`src/rtl/pipelined_cla_adder.sv`:
```
// Pipelined carry-lookahead adder/subtractor with valid/ready handshake.
// Each pipeline segment adds SLICE-bit lookahead groups that ripple carry; the carry between segments is registered.

module cla_group #(
    parameter int SLICE = 4
) (
    input  logic [SLICE-1:0] a,
    input  logic [SLICE-1:0] b,
    input  logic             ci,
    output logic [SLICE-1:0] sum,
    output logic             co,
    output logic             cmsb
);
    logic [SLICE-1:0] g, p, c;
    logic             gg, pg;

    // Carry into bit n as a flat sum of products over the group's g/p terms.
    function automatic logic carry_at(input logic [SLICE-1:0] g_, input logic [SLICE-1:0] p_,
                                      input logic cin, input int n);
        logic             run, cy;
        logic [SLICE-1:0] tg, tp;
        run = 1'b1;
        cy  = 1'b0;
        for (int i = n - 1; i >= 0; i--) begin
            tg  = g_ >> i;
            tp  = p_ >> i;
            cy  = cy | (run & tg[0]);
            run = run & tp[0];
        end
        return cy | (run & cin);
    endfunction

    assign g = a & b;
    assign p = a ^ b;

    for (genvar j = 0; j < SLICE; j++) begin : g_carry
        assign c[j] = carry_at(g, p, ci, j);
    end

    assign gg   = carry_at(g, p, 1'b0, SLICE);
    assign pg   = &p;
    assign co   = gg | (pg & ci);
    assign cmsb = c[SLICE-1];
    assign sum  = p ^ c;
endmodule

module cla_segment #(
    parameter int SEG_W = 16,
    parameter int SLICE = 4
) (
    input  logic [SEG_W-1:0] a,
    input  logic [SEG_W-1:0] b,
    input  logic             ci,
    output logic [SEG_W-1:0] sum,
    output logic             co,
    output logic             cmsb
);
    localparam int NG = SEG_W / SLICE;

    logic gc [NG+1];
    logic gm [NG];

    assign gc[0] = ci;

    for (genvar g = 0; g < NG; g++) begin : g_grp
        cla_group #(.SLICE(SLICE)) u_grp (
            .a    (a[g*SLICE +: SLICE]),
            .b    (b[g*SLICE +: SLICE]),
            .ci   (gc[g]),
            .sum  (sum[g*SLICE +: SLICE]),
            .co   (gc[g+1]),
            .cmsb (gm[g])
        );
    end

    assign co   = gc[NG];
    assign cmsb = gm[NG-1];
endmodule

module pipelined_cla_adder #(
    parameter int WIDTH  = 32,
    parameter int SLICE  = 4,
    parameter int STAGES = 2
) (
    input  logic             Clk,
    input  logic             Rst_n,
    input  logic             In_Valid,
    output logic             In_Ready,
    input  logic [WIDTH-1:0] In1,
    input  logic [WIDTH-1:0] In2,
    input  logic             CI,
    input  logic             Sub,
    input  logic             Enable,
    output logic             Out_Valid,
    input  logic             Out_Ready,
    output logic [WIDTH-1:0] Out,
    output logic             CO,
    output logic             OV,
    output logic             Zero
);
    localparam int SEG  = WIDTH / STAGES;
    localparam int LAST = STAGES - 1;

    logic             advance;
    logic [STAGES:0]  vld_pipe;
    logic [WIDTH-1:0] st_a     [STAGES];
    logic [WIDTH-1:0] st_b     [STAGES];
    logic [WIDTH-1:0] st_sum   [STAGES];
    logic [WIDTH-1:0] nxt_sum  [STAGES];
    logic             st_c     [STAGES];
    logic             st_en    [STAGES];
    logic             seg_co   [STAGES];
    logic             seg_cmsb [STAGES];

    assign advance  = ~vld_pipe[STAGES] | Out_Ready;
    assign In_Ready = advance;

    // Subtraction is A + ~B + 1; CI only matters when adding.
    assign vld_pipe[0] = In_Valid;
    assign st_a[0]     = In1;
    assign st_b[0]     = Sub ? ~In2 : In2;
    assign st_c[0]     = Sub | CI;
    assign st_sum[0]   = '0;
    assign st_en[0]    = Enable;

    for (genvar k = 0; k < STAGES; k++) begin : g_stage
        logic [SEG-1:0] seg_sum;

        cla_segment #(.SEG_W(SEG), .SLICE(SLICE)) u_seg (
            .a    (st_a[k][k*SEG +: SEG]),
            .b    (st_b[k][k*SEG +: SEG]),
            .ci   (st_c[k]),
            .sum  (seg_sum),
            .co   (seg_co[k]),
            .cmsb (seg_cmsb[k])
        );

        // Accumulated result only holds bits below this segment, so OR-in is a merge.
        assign nxt_sum[k] = st_sum[k] | (WIDTH'(seg_sum) << (k * SEG));

        if (k < LAST) begin : g_reg
            logic             r_v, r_c, r_en;
            logic [WIDTH-1:0] r_a, r_b, r_sum;

            always_ff @(posedge Clk or negedge Rst_n) begin
                if (!Rst_n) begin
                    r_v   <= 1'b0;
                    r_c   <= 1'b0;
                    r_en  <= 1'b0;
                    r_a   <= '0;
                    r_b   <= '0;
                    r_sum <= '0;
                end else if (advance) begin
                    r_v   <= vld_pipe[k];
                    r_c   <= seg_co[k];
                    r_en  <= st_en[k];
                    r_a   <= st_a[k];
                    r_b   <= st_b[k];
                    r_sum <= nxt_sum[k];
                end
            end

            assign vld_pipe[k+1] = r_v;
            assign st_c[k+1]     = r_c;
            assign st_en[k+1]    = r_en;
            assign st_a[k+1]     = r_a;
            assign st_b[k+1]     = r_b;
            assign st_sum[k+1]   = r_sum;
        end
    end

    always_ff @(posedge Clk or negedge Rst_n) begin
        if (!Rst_n) begin
            vld_pipe[STAGES] <= 1'b0;
            Out              <= '0;
            CO               <= 1'b0;
            OV               <= 1'b0;
            Zero             <= 1'b0;
        end else if (advance) begin
            vld_pipe[STAGES] <= vld_pipe[LAST];
            if (vld_pipe[LAST]) begin
                if (st_en[LAST]) begin
                    Out  <= nxt_sum[LAST];
                    CO   <= seg_co[LAST];
                    OV   <= seg_cmsb[LAST] ^ seg_co[LAST];
                    Zero <= ~|nxt_sum[LAST];
                end else begin
                    Out  <= '0;
                    CO   <= 1'b0;
                    OV   <= 1'b0;
                    Zero <= 1'b1;
                end
            end
        end
    end

    assign Out_Valid = vld_pipe[STAGES];
endmodule

```
`config.mk`:
```
export PLATFORM = sky130hd
export DESIGN_NAME = pipelined_cla_adder
export DESIGN_NICKNAME = d
export VERILOG_FILES = /design/src/rtl/pipelined_cla_adder.sv
export SDC_FILE = /design/constraint.sdc
export NUM_CORES = 1
export LEC_CHECK = 0
export CORE_MARGIN = 8
export CORE_UTILIZATION = 33
export CTS_CLUSTER_DIAMETER = 50
export DETAILED_ROUTE_END_ITERATION = 12
export GPL_TIMING_DRIVEN = 0
export PLACE_DENSITY = 0.56
export SYNTH_ARGS = -nofsm -noshare
export SYNTH_HDL_FRONTEND = slang
export SYNTH_SLANG_ARGS = --single-unit
```
`constraint.sdc`:
```
create_clock -name Clk -period 3.6 [get_ports Clk]
set_clock_uncertainty 0.05 [all_clocks]
set_input_delay 0.72 -clock Clk [delete_from_list [all_inputs] [get_ports Clk]]
set_output_delay 0.72 -clock Clk [all_outputs]
set_load 0.005 [all_outputs]
```
=== Word level (Yosys, flattened, before mapping) ===
Cells that the tools add are included.

* Mux-type cells: 5
* Bitwise gates (word level): 230
* Reduce and logical (&&, ||, !) cells: 11

{| class="wikitable"
|+ Operators with widths
! cell !! count
|-
| $and 1x1->1 || 120
|-
| $or 1x1->1 || 82
|-
| $mux 32 || 2
|-
| $xor 4x4->4 || 16
|-
| $and 4x4->4 || 8
|-
| $not 32->32 || 1
|-
| $or 16x32->32 || 1
|-
| $reduce_and 4->1 || 8
|-
| $reduce_or 32->1 || 1
|-
| $mux 1 || 3
|-
| $reduce_and 2->1 || 1
|-
| $logic_not 1->1 || 1
|-
| $not 1->1 || 1
|-
| $xor 1x1->1 || 1
|}

* Flip-flop bits (word level): 119
* Input bits: 71
* Output and inout bits: 37
* Logic and storage cells: 257

=== Depth between registers and ports, before layout ===
* Word-level depth: 17
* Depth in mapped cells: 15
* Gate-level depth less buffers: 15

=== Cells and area by module ===
From an unflattened synthesis, not the netlist that was laid out.

* Cells, all modules: 452
* Area total of the unflattened synthesis: 4865.9 um^2

{| class="wikitable"
|+ By module, submodules not included
! module !! times used !! cells an instance !! area an instance (um^2) !! sequential area each (um^2)
|-
| pipelined_cla_adder || 1 || 328 || 3699.8 || 2177.1
|-
| cla_group (g_stage[0].u_seg.g_grp[3].u_grp ...) || 5 || 14 || 140.1 || 0.0
|-
| cla_group (g_stage[0].u_seg.g_grp[0].u_grp ...) || 3 || 18 || 155.1 || 0.0
|}

=== Worst setup path after synthesis ===
No wires, ideal clock.

* Path type: in2reg
* From: input port Sub
* To: register g_stage[0].g_reg.r_sum[12]
* Library setup time: 0.078 ns
* Arrival: 3.613 ns
* Required time: 3.472 ns
* Setup slack: -0.141 ns
* Cell stages on the path: 12
* Buffers on the path: 2
* Path through: buf_2 buf_1 xor2_1 ha_1 a21oi_1 a21boi_2 a2111o_1 a21oi_1 a21boi_1 a21oi_1 fa_1 a21oi_1

* Cells in the longest elaborated chain, start to end: 12
* Elaborated cells between the ends (all ways): 43
* Classes of those cells: 1 x mux; 39 x bitwise; 3 x reduce/logical

{| class="wikitable"
|+ RTL lines
! what !! RTL line !! RTL
|-
| from (decl) || 92 || <nowiki>input logic Sub,</nowiki>
|-
| $mux 32 || 121 || <nowiki>assign st_b[0] = Sub ? ~In2 : In2;</nowiki>
|-
| $xor 4x4->4 or $and 4x4->4 (tied branches) || 34, 33 ||
|-
| $and 1x1->1, on equally long branches || 27, 28 ||
|-
| $or 1x1->1 (tied with other cells) || 27 || <nowiki>cy = cy | (run & tg[0]);</nowiki>
|-
| $or 1x1->1 or $and 1x1->1 (tied branches) || 27 ||
|-
| $or 1x1->1 || 27 ||
|-
| $or 1x1->1 || 42 || <nowiki>assign co = gg | (pg & ci);</nowiki>
|-
| $and 1x1->1 || 42 ||
|-
| $or 1x1->1 || 42 ||
|-
| $and 1x1->1 || 42 ||
|-
| $or 1x1->1 || 42 ||
|-
| $xor 4x4->4 (*) || 44 || <nowiki>assign sum = p ^ c;</nowiki>
|-
| to (signal assigned) || 159 || <nowiki>r_sum <= nxt_sum[k];</nowiki>
|-
| to (decl) || 143 || <nowiki>logic [WIDTH-1:0] r_a, r_b, r_sum;</nowiki>
|}

Every way passes the cells marked *; elsewhere a longest branch is shown, timed or not.
A chain may end at the register's enable or synchronous reset.

=== Worst setup path after layout ===
* From: register g_stage[0].g_reg.r_a[16]
* To: register Zero

* Cells in the longest elaborated chain, start to end: 15
* Elaborated cells between the ends (all ways): 49
* Classes of those cells: 1 x mux; 45 x bitwise; 3 x reduce/logical

{| class="wikitable"
|+ RTL lines
! what !! RTL line !! RTL
|-
| from (decl) || 143 ||
|-
| from (signal assigned) || 157 || <nowiki>r_a <= st_a[k];</nowiki>
|-
| $xor 4x4->4 or $and 4x4->4 (tied branches) || 34, 33 ||
|-
| $reduce_and 4->1 or $and 1x1->1 (tied branches) || 41, 27 ||
|-
| $and 1x1->1 or $or 1x1->1 (tied branches) || 42, 27 ||
|-
| $or 1x1->1 || 42 ||
|-
| $and 1x1->1 || 42 ||
|-
| $or 1x1->1 || 42 ||
|-
| $and 1x1->1 || 42 ||
|-
| $or 1x1->1 || 42 ||
|-
| $and 1x1->1 || 30 || <nowiki>return cy | (run & cin);</nowiki>
|-
| $or 1x1->1 || 30 ||
|-
| $xor 4x4->4 || 44 ||
|-
| $or 16x32->32 (*) || 139 || <nowiki>assign nxt_sum[k] = st_sum[k] | (WIDTH'(seg_sum) << (k * SEG));</nowiki>
|-
| $reduce_or 32->1 (*) || 186 || <nowiki>Zero <= ~|nxt_sum[LAST];</nowiki>
|-
| $logic_not 1->1 (*) || 186 ||
|-
| $mux 1 (*) || 182 || <nowiki>if (st_en[LAST]) begin</nowiki>
|-
| to (signal assigned) || 186 ||
|-
| to (decl) || 99 || <nowiki>output logic Zero</nowiki>
|}

Marks and branches as above.

==> results.txt <==
- The run finished, with violations left.
- Failing checks: negative setup slack
* Required time worst endpoint: 3810 ps
- The first detailed-routing pass ran for 4 iterations.
* Clock transition at path regs: 70 ps
- Ports: 108
* Synth cell types: 55
- Dividing the synthesized area by the synthesized cell count gives 9.26 um^2.
- Synthesis produced a netlist with a net count of 647.
* Filler cells: 1,434
* Sum of routed wire length over all layers: 13,800 um
- Cell chain of the critical path: ha_1, a211oi_2, o21ai_2, a31o_4, or2_4, nand2_2, nand2_1, a21o_1, fa_1, nor4b_2, and4_1, nand3_2, nor4_4, o2111ai_2, o31ai_2
- Via total after detailed routing: 4,136
- Post-DP Area: 6280 um^2
* Critical Path Sink Type: register
- Achievable Freq: 277 MHz
- Worst supply voltage drop on vdd: 266 uV
- Maximum number of pins on one net before global-route repair: 58
* Total power divided by cell area: 563 nW/um^2
* Most frequent standard cell in the layout excluding fill and tap cells: sky130_fd_sc_hd__nand2_1
- From left edge to right edge, the die measures 139 um.
* Shortest clock period the worst path allows after layout: 3610 ps
- Antenna violations before repair: 0
* Die Ht: 139 um
- In the final routed layout, each cell accounts on average for 16.2 um.
* Setup ws final: -14.5 ps
* HPWL reported at the end of detailed placement: 11,100 um
- Power after layout: 0.00376 W
- STA classifies the critical path startpoint as a register.
- The tree built by TritonCTS fans out to 87 sinks.
- Cell at the root of the clock tree: sky130_fd_sc_hd__clkbuf_16
- Antenna Diode Count: 0
- Synthesized cell area: 4960 um^2
* Final instance area: 6680 um^2
* Clock tree from TritonCTS: done
- The slowest stage of the critical path belongs to the cell sky130_fd_sc_hd__fa_1.
- The initial utilization of the core area, before any placement, comes to 0.332.
- Arrival time of data at the critical path endpoint: 3820 ps
- Final ANT Viol Nets: 0
- For this run, design rule violations remaining after detail routing come to 0.
- First-pass GRT wire length: 22,900 um
- The count of pins over their slew limit came to 0.
* Commonest cells after routing, fill and taps aside: sky130_fd_sc_hd__nand2_1 (131), sky130_fd_sc_hd__clkdlybuf4s50_1 (105), sky130_fd_sc_hd__dfrtp_1 (87), sky130_fd_sc_hd__o21ai_0 (43), sky130_fd_sc_hd__ha_1 (32)
- After detailed routing, the number of vias per cell comes to 4.86.
- Total global routing overflow: 0
- The critical path is of the reg2reg type.
- Worst path max stage delay: 500 ps
- The worst pin sits at a relative slew slack of 0.543.
- Deepest level of the CTS H-tree: 3
- Flops & latches, synth: 87
- The number of global-route vias before repair is 4,388.
- The floorplan step defined a die boundary enclosing 19,200 um^2.
- Row generation in the floorplan step produced 45 rows.
- Part of the Yosys area used for sequential elements: 0.439
* Number of warnings reported in the yosys synthesis log: 0
* Layout cells sized above 1: 0.0799
- Fraction of synthesis flops using an asynchronous set or reset pin: 1.00
* Endpoints failing hold: 0
- Count of input and output buffers: 106
- In the synthesized netlist the dominant register cell turns out to be sky130_fd_sc_hd__dfrtp_1.
- At the later pin of the worst-skew pair, clock insertion delay measures 340 ps.
* Final cycle utilization of the critical path: 1.00
- TritonCTS created 9 clock buffers.
- Area growth syn-to-layout: 34.6%
- Endpoints failing setup: 1
- Across every metal layer, demand over resource in global routing totals 0.147.
* Tightest Hold Check Type: in2async
- Number of enable flip-flop cells after synthesis: 0
- Cts-stage hold buffer count: 0
* Post-synthesis cell count: 536
* Max clock buf depth: 2
* Final weighted congestion in routability-driven placement: 0.817
- In the final design database the tool counted 769 nets.
- Largest fanout on the critical path: 2
* Number of max-capacitance violations reported: 0
* Core box area: 14,900 um^2
* Setup repair after global routing missed its margin: yes
- In this run the static leakage power is 2.92 nW.
* Measured slew at the worst slew-check pin: 686 ps
- For this block, the initial DRC count from the detailed router was 267.
==> critical path, delay by kind of cell (launching register included) <==
kind	cells	cell delay [ps]
DFF	1	380
AOI/OAI and AO/OA	6	1200
and+or+nand+nor	7	1070
adders and majority gates	2	820
==> synth_stat cells, types with 2 or more instances <==
master                     number  area, um^2
sky130_fd_sc_hd__nand2_1      132         495
sky130_fd_sc_hd__dfrtp_1       87        2180
sky130_fd_sc_hd__o21ai_0       43         215
sky130_fd_sc_hd__ha_1          32         400
sky130_fd_sc_hd__nor2_1        29         109
sky130_fd_sc_hd__a21oi_1       25         125
sky130_fd_sc_hd__xnor2_1       23         201
sky130_fd_sc_hd__xor2_1        23         201
sky130_fd_sc_hd__clkbuf_1      19        71.3
sky130_fd_sc_hd__inv_1         17        63.8
sky130_fd_sc_hd__o31ai_1       10        75.1
sky130_fd_sc_hd__fa_1           8         160
sky130_fd_sc_hd__o21ai_1        7        35.0
sky130_fd_sc_hd__nor3_1         6        30.0
sky130_fd_sc_hd__nor4_1         6        37.5
sky130_fd_sc_hd__a22o_1         5        43.8
sky130_fd_sc_hd__a211oi_1       4        30.0
sky130_fd_sc_hd__and2_1         4        25.0
sky130_fd_sc_hd__buf_1          4        15.0
sky130_fd_sc_hd__a21o_1         3        22.5
sky130_fd_sc_hd__and3_1         3        18.8
sky130_fd_sc_hd__nand3_1        3        15.0
sky130_fd_sc_hd__or2_2          3        18.8
sky130_fd_sc_hd__a2111o_1       2        22.5
sky130_fd_sc_hd__a31oi_1        2        12.5
sky130_fd_sc_hd__and3_4         2        22.5
sky130_fd_sc_hd__and4_1         2        17.5
sky130_fd_sc_hd__nand2b_1       2        12.5
sky130_fd_sc_hd__nor2b_1        2        12.5
sky130_fd_sc_hd__o21a_1         2        15.0
sky130_fd_sc_hd__or3_1          2        12.5
==> logic make-up after synthesis <==
family	share of synthesized area
AOI/OAI and AO/OA	0.161
xor gates and xnor gates	0.0812
adders and majority gates	0.113
buffers and inverters	0.0343
DFF	0.439
muxes	0.00227
and+or+nand+nor	0.170
==> sequential cells by signal, indices dropped and copies added (netlist names) <==
name and flops:
g_stage.g_reg.r_c 1, g_stage.g_reg.r_en 1, g_stage.g_reg.r_a 16, g_stage.g_reg.r_sum 16, g_stage.g_reg.r_b 16, CO 1
Out_Valid 1, g_stage.g_reg.r_v 1, OV 1, Out 32, Zero 1
==> metrics by stage <==
stage          instances  utilization  TNS [ps]  hold WS [ps]  worst slack, ps
5_1_grt              851        0.448      -202           290             -202
2_1_floorplan        536            -         0           374             61.4
6_report             851        0.448     -14.5           262            -14.5
3_3_place_gp         830        0.420   -120650           412            -1380
3_5_place_dp         831        0.421     -1420           417             -412
4_1_cts              852        0.446     -98.6           264            -98.6
==> final timing paths <==
check / startpoint / to / slack (ps) / depth (start not counted)
min in group Clk: g_stage[0].g_reg.r_a[17]$_DFFE_PN0N_ / g_stage[0].g_reg.r_a[17]$_DFFE_PN0N_ / 430 / 2
hold / removal: Rst_n / g_stage[0].g_reg.r_a[31]$_DFFE_PN0N_ / 260 / 1
setup / recovery: g_stage[0].g_reg.r_a[16]$_DFFE_PN0N_ / Zero$_DFFE_PN0P_ / -10 / 15
hold reg to reg: g_stage[0].g_reg.r_a[17]$_DFFE_PN0N_ / g_stage[0].g_reg.r_a[17]$_DFFE_PN0N_ / 430 / 2
setup reg to reg: g_stage[0].g_reg.r_a[16]$_DFFE_PN0N_ / Zero$_DFFE_PN0P_ / -10 / 15
max in group asynchronous: Rst_n / g_stage[0].g_reg.r_a[20]$_DFFE_PN0N_ / 2630 / 2
==> what timing repair did <==
action,4_1_cts,5_1_grt
endpoints found under the setup margin,4,4
resized for setup,10,7
setup buffers,5,0
pin swaps,11,7
==> layer usage <==
layer | GRT usage | up-vias | wire length [um]
met5 | 0 | - | 0
met4 | 0.0572 | 0 | 241
met3 | 0.0288 | 15 | 628
met2 | 0.236 | 84 | 6510
met1 | 0.191 | 1967 | 6420
li1 | - | 2070 | -
==> report_power, final <==
group          leakage [nW]  switching (W)  total (W)  internal [W]
clock network         0.144       0.000413   0.000909      0.000497
registers              1.07       0.000195    0.00142       0.00122
logic                  1.71       0.000709    0.00143      0.000723
total                  2.92        0.00132    0.00376       0.00244
==> layout make-up <==
type | count | area [um^2] | area share
Tap cell | 188 | 235 | 0.0352
Timing Repair Buffer | 112 | 1120 | 0.168
Clock buffer | 10 | 239 | 0.0358
Sequential cell | 87 | 2180 | 0.326
Buffer | 24 | 111 | 0.0167
Inverter | 18 | 67.6 | 0.0101
Multi-Input combinational cell | 406 | 2680 | 0.401
Clock inverter | 6 | 48.8 | 0.00731
Note: power is estimated with default switching activity, not from simulation.
